`src/rtl/parking_pkg.sv`:
```
// Shared parking definitions: seven-segment codes and binary-to-decimal helpers.
// Also used by the gate controller.
package parking_pkg;

    localparam int unsigned SegWidth = 7;

    typedef logic [SegWidth-1:0] seg_t;

    localparam seg_t SegBlank = 7'b1111111;

    // Active-low segment code for one decimal digit; non-digits show blank.
    function automatic seg_t seg_encode(input logic [3:0] digit);
        seg_t code;
        case (digit)
            4'd0:    code = 7'b1000000;
            4'd1:    code = 7'b1111001;
            4'd2:    code = 7'b0100100;
            4'd3:    code = 7'b0110000;
            4'd4:    code = 7'b0011001;
            4'd5:    code = 7'b0010010;
            4'd6:    code = 7'b0000010;
            4'd7:    code = 7'b1111000;
            4'd8:    code = 7'b0000000;
            4'd9:    code = 7'b0010000;
            default: code = SegBlank;
        endcase
        return code;
    endfunction

    // Compare/subtract chain: at most nine subtractions of ten cover 0..99.
    // Inputs above 99 are clamped so the result is always two valid digits.
    function automatic logic [7:0] bin_to_bcd(input logic [6:0] bin);
        logic [6:0] rem;
        logic [3:0] tens;
        rem  = (bin > 7'd99) ? 7'd99 : bin;
        tens = 4'd0;
        for (int i = 0; i < 9; i++) begin
            if (rem >= 7'd10) begin
                rem  = rem - 7'd10;
                tens = tens + 4'd1;
            end
        end
        return {tens, rem[3:0]};
    endfunction

    // Tens digit with leading-zero suppression.
    function automatic seg_t seg_tens(input logic [6:0] bin);
        logic [7:0] bcd;
        bcd = bin_to_bcd(bin);
        return (bcd[7:4] == 4'd0) ? SegBlank : seg_encode(bcd[7:4]);
    endfunction

    // Units digit, always shown.
    function automatic seg_t seg_units(input logic [6:0] bin);
        logic [7:0] bcd;
        bcd = bin_to_bcd(bin);
        return seg_encode(bcd[3:0]);
    endfunction

endpackage

```
`src/rtl/sensor_debounce.sv`:
```
// Two-flop synchroniser followed by a stable-count debouncer for one loop sensor.
// The output follows the synchronised input after DEBOUNCE_CYCLES consecutive
// cycles of disagreement; any agreeing cycle restarts the count.
module sensor_debounce #(
    parameter int unsigned DEBOUNCE_CYCLES = 4
) (
    input  logic clk,
    input  logic reset_n,
    input  logic raw_i,
    output logic level_o
);

    localparam logic [7:0] CntMax = 8'(DEBOUNCE_CYCLES - 1);

    logic [1:0] sync_q, sync_d;
    logic [7:0] cnt_q, cnt_d;
    logic       level_q, level_d;

    // Next state: shift the synchroniser, count disagreement, flip on the last one.
    always_comb begin
        sync_d  = {sync_q[0], raw_i};
        cnt_d   = 8'd0;
        level_d = level_q;
        if (sync_q[1] != level_q) begin
            if (cnt_q == CntMax) begin
                level_d = sync_q[1];
            end else begin
                cnt_d = cnt_q + 8'd1;
            end
        end
    end

    // State registers; reset drops any pending change.
    always_ff @(posedge clk or negedge reset_n) begin
        if (!reset_n) begin
            sync_q  <= 2'b00;
            cnt_q   <= 8'd0;
            level_q <= 1'b0;
        end else begin
            sync_q  <= sync_d;
            cnt_q   <= cnt_d;
            level_q <= level_d;
        end
    end

    assign level_o = level_q;

endmodule

```
`src/rtl/park_occupancy.sv`:
```
// Car park occupancy: debounced entrance/exit sensors, free-slot counter with
// overflow/underflow rejection, and a two-digit seven-segment free-slot display.
module park_occupancy
    import parking_pkg::*;
#(
    parameter int unsigned CAPACITY        = 20,
    parameter int unsigned DEBOUNCE_CYCLES = 4
) (
    input  logic       clk,
    input  logic       reset_n,
    input  logic       entrance_raw,
    input  logic       exit_raw,
    output logic       sensor_entrance,
    output logic       sensor_exit,
    output logic [6:0] free_slots,
    output logic       full,
    output logic       empty,
    output logic       err_pulse,
    output logic [6:0] HEX_3,
    output logic [6:0] HEX_4
);

    localparam logic [6:0] Cap         = 7'(CAPACITY);
    localparam seg_t       HexTensRst  = seg_tens(Cap);
    localparam seg_t       HexUnitsRst = seg_units(Cap);

    logic       ent_db, ext_db;
    logic       entry_ev, exit_ev;
    logic       ent_prev_q, ent_prev_d;
    logic       ext_prev_q, ext_prev_d;
    logic [6:0] free_q, free_d;
    logic       err_q, err_d;
    seg_t       hex3_q, hex3_d;
    seg_t       hex4_q, hex4_d;

    sensor_debounce #(
        .DEBOUNCE_CYCLES(DEBOUNCE_CYCLES)
    ) u_deb_entrance (
        .clk    (clk),
        .reset_n(reset_n),
        .raw_i  (entrance_raw),
        .level_o(ent_db)
    );

    sensor_debounce #(
        .DEBOUNCE_CYCLES(DEBOUNCE_CYCLES)
    ) u_deb_exit (
        .clk    (clk),
        .reset_n(reset_n),
        .raw_i  (exit_raw),
        .level_o(ext_db)
    );

    // Events use the ungated entrance level so an entry while full is seen and rejected.
    assign entry_ev = ent_db & ~ent_prev_q;
    assign exit_ev  = ext_db & ~ext_prev_q;

    // Occupancy update: simultaneous events cancel with no error, even at the limits.
    always_comb begin
        ent_prev_d = ent_db;
        ext_prev_d = ext_db;
        free_d     = free_q;
        err_d      = 1'b0;
        if (entry_ev && !exit_ev) begin
            if (free_q == 7'd0) begin
                err_d = 1'b1;
            end else begin
                free_d = free_q - 7'd1;
            end
        end else if (exit_ev && !entry_ev) begin
            if (free_q == Cap) begin
                err_d = 1'b1;
            end else begin
                free_d = free_q + 7'd1;
            end
        end
    end

    // Display encode of the registered count; registered below, so it lags by one cycle.
    always_comb begin
        hex3_d = seg_tens(free_q);
        hex4_d = seg_units(free_q);
    end

    // State registers; the display loads the capacity digits asynchronously on reset.
    always_ff @(posedge clk or negedge reset_n) begin
        if (!reset_n) begin
            ent_prev_q <= 1'b0;
            ext_prev_q <= 1'b0;
            free_q     <= Cap;
            err_q      <= 1'b0;
            hex3_q     <= HexTensRst;
            hex4_q     <= HexUnitsRst;
        end else begin
            ent_prev_q <= ent_prev_d;
            ext_prev_q <= ext_prev_d;
            free_q     <= free_d;
            err_q      <= err_d;
            hex3_q     <= hex3_d;
            hex4_q     <= hex4_d;
        end
    end

    assign free_slots      = free_q;
    assign full            = (free_q == 7'd0);
    assign empty           = (free_q == Cap);
    assign err_pulse       = err_q;
    assign sensor_entrance = ent_db & ~full;
    assign sensor_exit     = ext_db;
    assign HEX_3           = hex3_q;
    assign HEX_4           = hex4_q;

endmodule

```
`config.mk`:
```
export PLATFORM = sky130hd
export DESIGN_NAME = park_occupancy
export DESIGN_NICKNAME = d
export VERILOG_FILES = /design/src/rtl/parking_pkg.sv /design/src/rtl/sensor_debounce.sv /design/src/rtl/park_occupancy.sv
export SDC_FILE = /design/constraint.sdc
export NUM_CORES = 1
export LEC_CHECK = 0
export ABC_AREA = 1
export BUFFER_PORTS_ARGS = -buffer_cell sky130_fd_sc_hd__buf_2
export CORE_MARGIN = 5
export CORE_UTILIZATION = 59
export DETAILED_ROUTE_END_ITERATION = 10
export PLACE_DENSITY_LB_ADDON = 0.2
export SETUP_SLACK_MARGIN = 0.15
export SYNTH_ARGS = -nofsm -noshare
export SYNTH_HDL_FRONTEND = slang
export SYNTH_HIERARCHICAL = 1
export SYNTH_SLANG_ARGS = --single-unit
```
`constraint.sdc`:
```
create_clock -name clk -period 25.3 [get_ports clk]
set_input_delay 5.06 -clock clk [delete_from_list [all_inputs] [get_ports clk]]
set_output_delay 5.06 -clock clk [all_outputs]
set_load 0.1 [all_outputs]
```
==> run metrics, run 1 <==
run status=complete, no violations; post-route setup TNS=0 ns; detailed-route wire length per cell=11.2 um; data arrival time at the worst-slack endpoint=9.57 ns; count of different cell masters after synthesis=39; normalized max-slew margin=36.5%; number of enable flip-flop cells after synthesis=0; complex-gate fraction of the synthesized area=5.88%; Synth Area in XOR/XNOR=4.36%; clock tree from TritonCTS=yes; clock network latency to the later pin of the worst-skew pair=0.29 ns; Std-Cell Rows=33; number of levels in the clock H-tree=2; worst slew pin tran=0.952 ns; clock slew at the register clock pins of the worst setup and hold paths=0.09 ns; number of sinks on the clock net=46; total grt overflow=0; Yosys warning count=6; placement-stage cell area=0.00528 mm2; highest fanout seen on the critical path=13; count of maximum capacitance violations=0; Tot GR Track Use=19.9%; multiplexer area fraction after synthesis=0%; primary flip-flop cell chosen by synthesis mapping=sky130_fd_sc_hd__dfrtp_1; layout-stage area growth over the synthesis result=6.90%; cell area after layout=0.00537 mm2; mean instance size in the synthesized netlist=6.89 um2; DIE AREA=0.0105 mm2; routed via count divided by cell count=5.16; post-layout net count=806; final setup violating endpoints=0; top-level port count=30; Critical Path End Type=register; via count=4486; most used cell along the critical path=sky130_fd_sc_hd__nand2_1; fraction of layout cells with a size suffix above 1=21.6%; number of failing hold endpoints at the final stage=0; Iteration-0 DRC Markers=138; via count of the first global-routing pass=4337; number of design rule violations left after detail routing=0; minimum clock period after layout=9.40 ns; Final HPWL DP=8.07 mm; arithmetic-cell share of the synthesized area counting full adders, half adders and majority gates=9.87%; Post-Syn Area=0.00502 mm2; port buffer count=29; number of register bits inferred by synthesis=46; Hold/Removal Path Class=register to register; net count after synthesis=772; post-CTS setup buffer count=0; antenna violation net count after detailed routing=0; core region area=0.00826 mm2; worst stage delay on the critical path=0.54 ns; dpl cells=861; Crit Path Category=register to register; number of buffers created by CTS=5; startpoint class of the critical path=register; CTS hold repair buffers=0; starting utilization of the core area=60.8%; Diodes inserted=0; most repeated cell in the gate-level netlist after synthesis=sky130_fd_sc_hd__nand2_1; proportion of netlist area held by the largest area contributor=20.4%; worst reg-to-reg path cell count=80; ranking of synthesized cells by area=sky130_fd_sc_hd__dfrtp_1, sky130_fd_sc_hd__nand2_1, sky130_fd_sc_hd__ha_1; wire length of the first global-routing pass=17.7 mm; Period Utilization, post-route=37.1%; CTS-repair resized insts=0; die outline height=102 um; initial antenna violation count=0; iteration count of the initial detailed-routing pass=6; top cell type by total area after synthesis=sky130_fd_sc_hd__dfrtp_1; Simple-Gate Fraction of Synth Area=48.0%; Clock Skews=0.0136 ns; CP max-delay cell=sky130_fd_sc_hd__dfrtp_1; Routed WL=9.77 mm; setup repair after global routing missed its margin=false; part of the Yosys area used for sequential elements=23.0%; Mapped Cells=729; worst endpoint required time=25.47 ns; Max Slew Vio Count=0; FMAX=106 MHz; number of cells on the worst hold path=0; worst-case clock buffer depth=2; Post-synth ARST share=100%; Root Buffer=sky130_fd_sc_hd__clkbuf_8; non-filler instance count after layout=869; combinational family with the most area after synthesis=simple AND/OR/NAND/NOR gates; die width=102 um; pin count of the biggest net entering global routing=47; top cell types by occurrence after synthesis=sky130_fd_sc_hd__nand2_1, sky130_fd_sc_hd__inv_1, sky130_fd_sc_hd__nand3_1; gp weighted congestion=0.859; worst hold slack across all endpoints=0.363 ns
[through the flow]
stage	setup slack [ns]	utilization, %
final	15.90	65.0
after global routing	14.85	65.0
after CTS	15.89	65.0
after detailed placement	15.93	63.9
after global placement	16.29	63.9
after floorplan	16.11	-
[critical path, delay by kind of cell, from the launching register on]
kind,cells,cell delay (ns)
fa+ha+maj,10,1.84
buf+inv,14,0.91
simple gates,55,5.83
flops,1,0.54
compound gates,1,0.14
[cell type report]
| cell class | instances | area, um2 |
|---|---|---|
| clock buffer | 5 | 68.8 |
| clock inverter | 3 | 23.8 |
| inverter | 113 | 424 |
| tap | 105 | 131 |
| sequential | 46 | 1160 |
| timing repair buffer | 29 | 145 |
| multi-input combinational | 568 | 3420 |
| fill | 774 | 2890 |
[cell usage in the layout, fill, tap and decap left out, drive strengths merged, types with 7 or more instances in the layout]
| cell | synthesis | layout |
|---|---|---|
| nand4 | 18 | 18 |
| inv | 112 | 113 |
| xnor2 | 7 | 7 |
| nand3 | 92 | 92 |
| a21oi | 13 | 13 |
| o21ai | 24 | 24 |
| buf | 2 | 29 |
| xor2 | 18 | 18 |
| dfrtp | 41 | 41 |
| nor2 | 69 | 69 |
| nand2 | 269 | 269 |
| ha | 38 | 38 |
[metal layers]
layer	vias to the layer above	track usage, %	part of all wire, %
met5	-	0	0
met4	0	5.15	1.2
met3	12	1.77	2.5
met2	53	38.1	50
met1	2044	23.8	46
li1	2377	-	-
[state kept, by name, summed over array words and instances, names as in the netlist]
name / cells
u_deb_entrance/cnt_q: 8
u_deb_exit/cnt_q: 8
HEX_3: 7
HEX_4: 7
free_slots: 7
u_deb_entrance/sync_q: 2
u_deb_exit/sync_q: 2
ent_prev_q: 1
err_pulse: 1
ext_prev_q: 1
u_deb_entrance/level_o: 1
u_deb_exit/level_o: 1
[worst paths after layout]
check	startpoint	to	slack (ns)
setup / recovery	free_slots[3]$_DFFE_PN0P_	HEX_3[3]$_DFF_PN0_	15.90
hold / removal	u_deb_entrance/sync_q[0]$_DFF_PN0_	u_deb_entrance/sync_q[1]$_DFF_PN0_	0.36
setup reg to reg	free_slots[3]$_DFFE_PN0P_	HEX_3[3]$_DFF_PN0_	15.90
hold reg to reg	u_deb_entrance/sync_q[0]$_DFF_PN0_	u_deb_entrance/sync_q[1]$_DFF_PN0_	0.36
max in group asynchronous	reset_n	u_deb_exit/sync_q[1]$_DFF_PN0_	19.79
min in group asynchronous	reset_n	u_deb_entrance/cnt_q[5]$_DFF_PN0_	4.90
[kinds of logic after synthesis]
family / Yosys count
flops: 46
simple gates: 461
fa+ha+maj: 39
buf+inv: 115
xor+xnor: 25
compound gates: 43
Power of run 1 is not shown: default switching activity piles up to over one toggle a cycle in this logic, so the estimate is an artifact.
==> run 2: changes to the inputs <==
clock period = 9.6 ns   (was 25.3 ns; I/O delays follow)
==> run 2 against run 1 <==
Register-to-register slack got worse by 15 ns. Final area up 4.6%. Routed wire length increased by 8.6%. Worst hold slack got worse by 0.0031 ns. Clock skew fell by 0.0015 ns. Sequential cell count stayed put. Critical path depth decreased by 3. Final cell count increased by 3.0%. Sequential share of layout area shrank 0.91 points. Largest cell class unchanged.
==> run metrics, run 2 (synthesis gave the netlist of run 1 again) <==
run status=complete, no violations; Diodes inserted=0 (unchanged); highest fanout seen on the critical path=9 (-4); clock slew at the register clock pins of the worst setup and hold paths=0.09 ns (about the same); Period Utilization, post-route=90.4% (+53 points); number of sinks on the clock net=46 (unchanged); DIE AREA=0.0105 mm2 (unchanged); startpoint class of the critical path=register; worst slew pin tran=0.967 ns (+0.0149 ns); footprint of the flip-flops and latches=0.00116 mm2 (+0.22%); worst endpoint required time=9.78 ns (-15.69 ns); worst setup slack after placement=0.172 ns (-15.76 ns); commonest non-fill, non-tap cell in the layout=sky130_fd_sc_hd__nand2_1; final setup violating endpoints=0 (unchanged); port buffer count=29 (unchanged); via count of the first global-routing pass=4298 (-0.90%); CP max-delay cell=sky130_fd_sc_hd__dfstp_2; gp weighted congestion=0.962 (+12%); layout-stage area growth over the synthesis result=11.9%; iteration count of the initial detailed-routing pass=4 (-2); FMAX=115 MHz (+8.3%); most frequent cells in the layout=sky130_fd_sc_hd__nand2_1, sky130_fd_sc_hd__inv_1, sky130_fd_sc_hd__nand3_1; Final HPWL DP=8.29 mm (+2.7%); die width=102 um (unchanged); total grt overflow=0 (unchanged); core region area=0.00826 mm2 (unchanged); Clock Skews=0.0121 ns (-0.00148 ns); fraction of layout cells with a size suffix above 1=25.8% (+4.2 points); setup ws final=0.924 ns (-14.98 ns); normalized max-slew margin=35.5% (-1.0 points); Root Buffer=sky130_fd_sc_hd__clkbuf_8; footprint of the multi-input gates=0.00347 mm2 (+1.5%); Routed WL=10.6 mm (+8.6%); number of levels in the clock H-tree=2 (unchanged); Tot GR Track Use=20.6% (+0.66 points); clock tree from TritonCTS=yes; clock network latency to the later pin of the worst-skew pair=0.30 ns (about the same); count of maximum capacitance violations=0 (unchanged); routed via count divided by cell count=5.21 (+1.0%); Hold/Removal Path Class=register to register; worst hold slack across all endpoints=0.360 ns (-0.00307 ns); Iteration-0 DRC Markers=224 (+62%); minimum clock period after layout=8.68 ns (-0.722 ns); via count=4667 (+4.0%); wire length of the first global-routing pass=18.1 mm (+1.9%); post-layout net count=832 (+3.2%); worst stage delay on the critical path=0.57 ns (+0.03 ns); initial antenna violation count=0 (unchanged); fill cell instance count of the final layout=716 (-7.5%); setup repair after global routing missed its margin=false; Largest regs=u_deb_entrance/cnt_q: 8 flops, u_deb_exit/cnt_q: 8 flops; post-route setup TNS=0 ns (unchanged); detailed-route wire length per cell=11.9 um (+5.4%); most used cell along the critical path=sky130_fd_sc_hd__nand2_2; data arrival time at the worst-slack endpoint=8.85 ns (-0.72 ns); Crit Path Category=register to register; Std-Cell Rows=33 (unchanged); die outline height=102 um (unchanged); worst-case clock buffer depth=2 (unchanged); number of failing hold endpoints at the final stage=0 (unchanged); number of design rule violations left after detail routing=0 (unchanged); Critical Path End Type=register; CTS hold repair buffers=0 (unchanged); top-level port count=30 (unchanged); starting utilization of the core area=60.8% (unchanged); number of buffers created by CTS=5 (unchanged); pin count of the biggest net entering global routing=47 (unchanged); antenna violation net count after detailed routing=0 (unchanged); Max Slew Vio Count=0 (unchanged)
-- run 2: timing repair --
item                       in CTS  in global routing
setup endpoints to repair       2                 14
resized for setup               0                 18
pin swaps                       1                 15
setup buffers                   3                 22
-- run 2: worst paths after layout --
path | from | endpoint | slack, ns | depth (start not counted)
setup / recovery | free_slots[4]$_DFFE_PN1P_ | HEX_3[3]$_DFF_PN0_ | 0.92 | 77
hold / removal | u_deb_entrance/sync_q[0]$_DFF_PN0_ | u_deb_entrance/sync_q[1]$_DFF_PN0_ | 0.36 | 0
setup reg to reg | free_slots[4]$_DFFE_PN1P_ | HEX_3[3]$_DFF_PN0_ | 0.92 | 77
hold reg to reg | u_deb_entrance/sync_q[0]$_DFF_PN0_ | u_deb_entrance/sync_q[1]$_DFF_PN0_ | 0.36 | 0
max in group asynchronous | reset_n | free_slots[6]$_DFFE_PN0P_ | 7.18 | 1
min in group asynchronous | reset_n | u_deb_entrance/cnt_q[5]$_DFF_PN0_ | 1.76 | 1
-- run 2: critical path, delay by kind of cell (launching register included) --
family | cells | cell delay, ns
flops | 1 | 0.57
compound gates | 1 | 0.07
simple gates | 52 | 5.05
buf+inv | 14 | 0.86
fa+ha+maj | 10 | 1.98
-- run 2: through the flow --
stage,utilization [%],cell area [um2],std cells
finish,68.0,5620,895
global route,68.0,5620,895
CTS,65.4,5400,873
detailed placement,64.0,5280,862
global placement,64.0,5280,862
floorplan,-,5020,729
-- run 2: routing by layer --
layer  track usage [%]  vias up  routed length [um]
met5                 0        -                   0
met4              6.66        0                 166
met3              1.91       15                 312
met2              38.2       71                5560
met1              24.9     2165                4570
li1                  -     2416                   -
-- run 2: final cells by class --
class / count / share of cell area (%)
clock inverter: 3 / 0.445
sequential: 46 / 20.6
timing repair buffer: 55 / 6.06
clock buffer: 5 / 1.22
multi-input combinational: 568 / 61.7
inverter: 113 / 7.55
tap: 105 / 2.34
Power of run 2 is left out for the same reason.
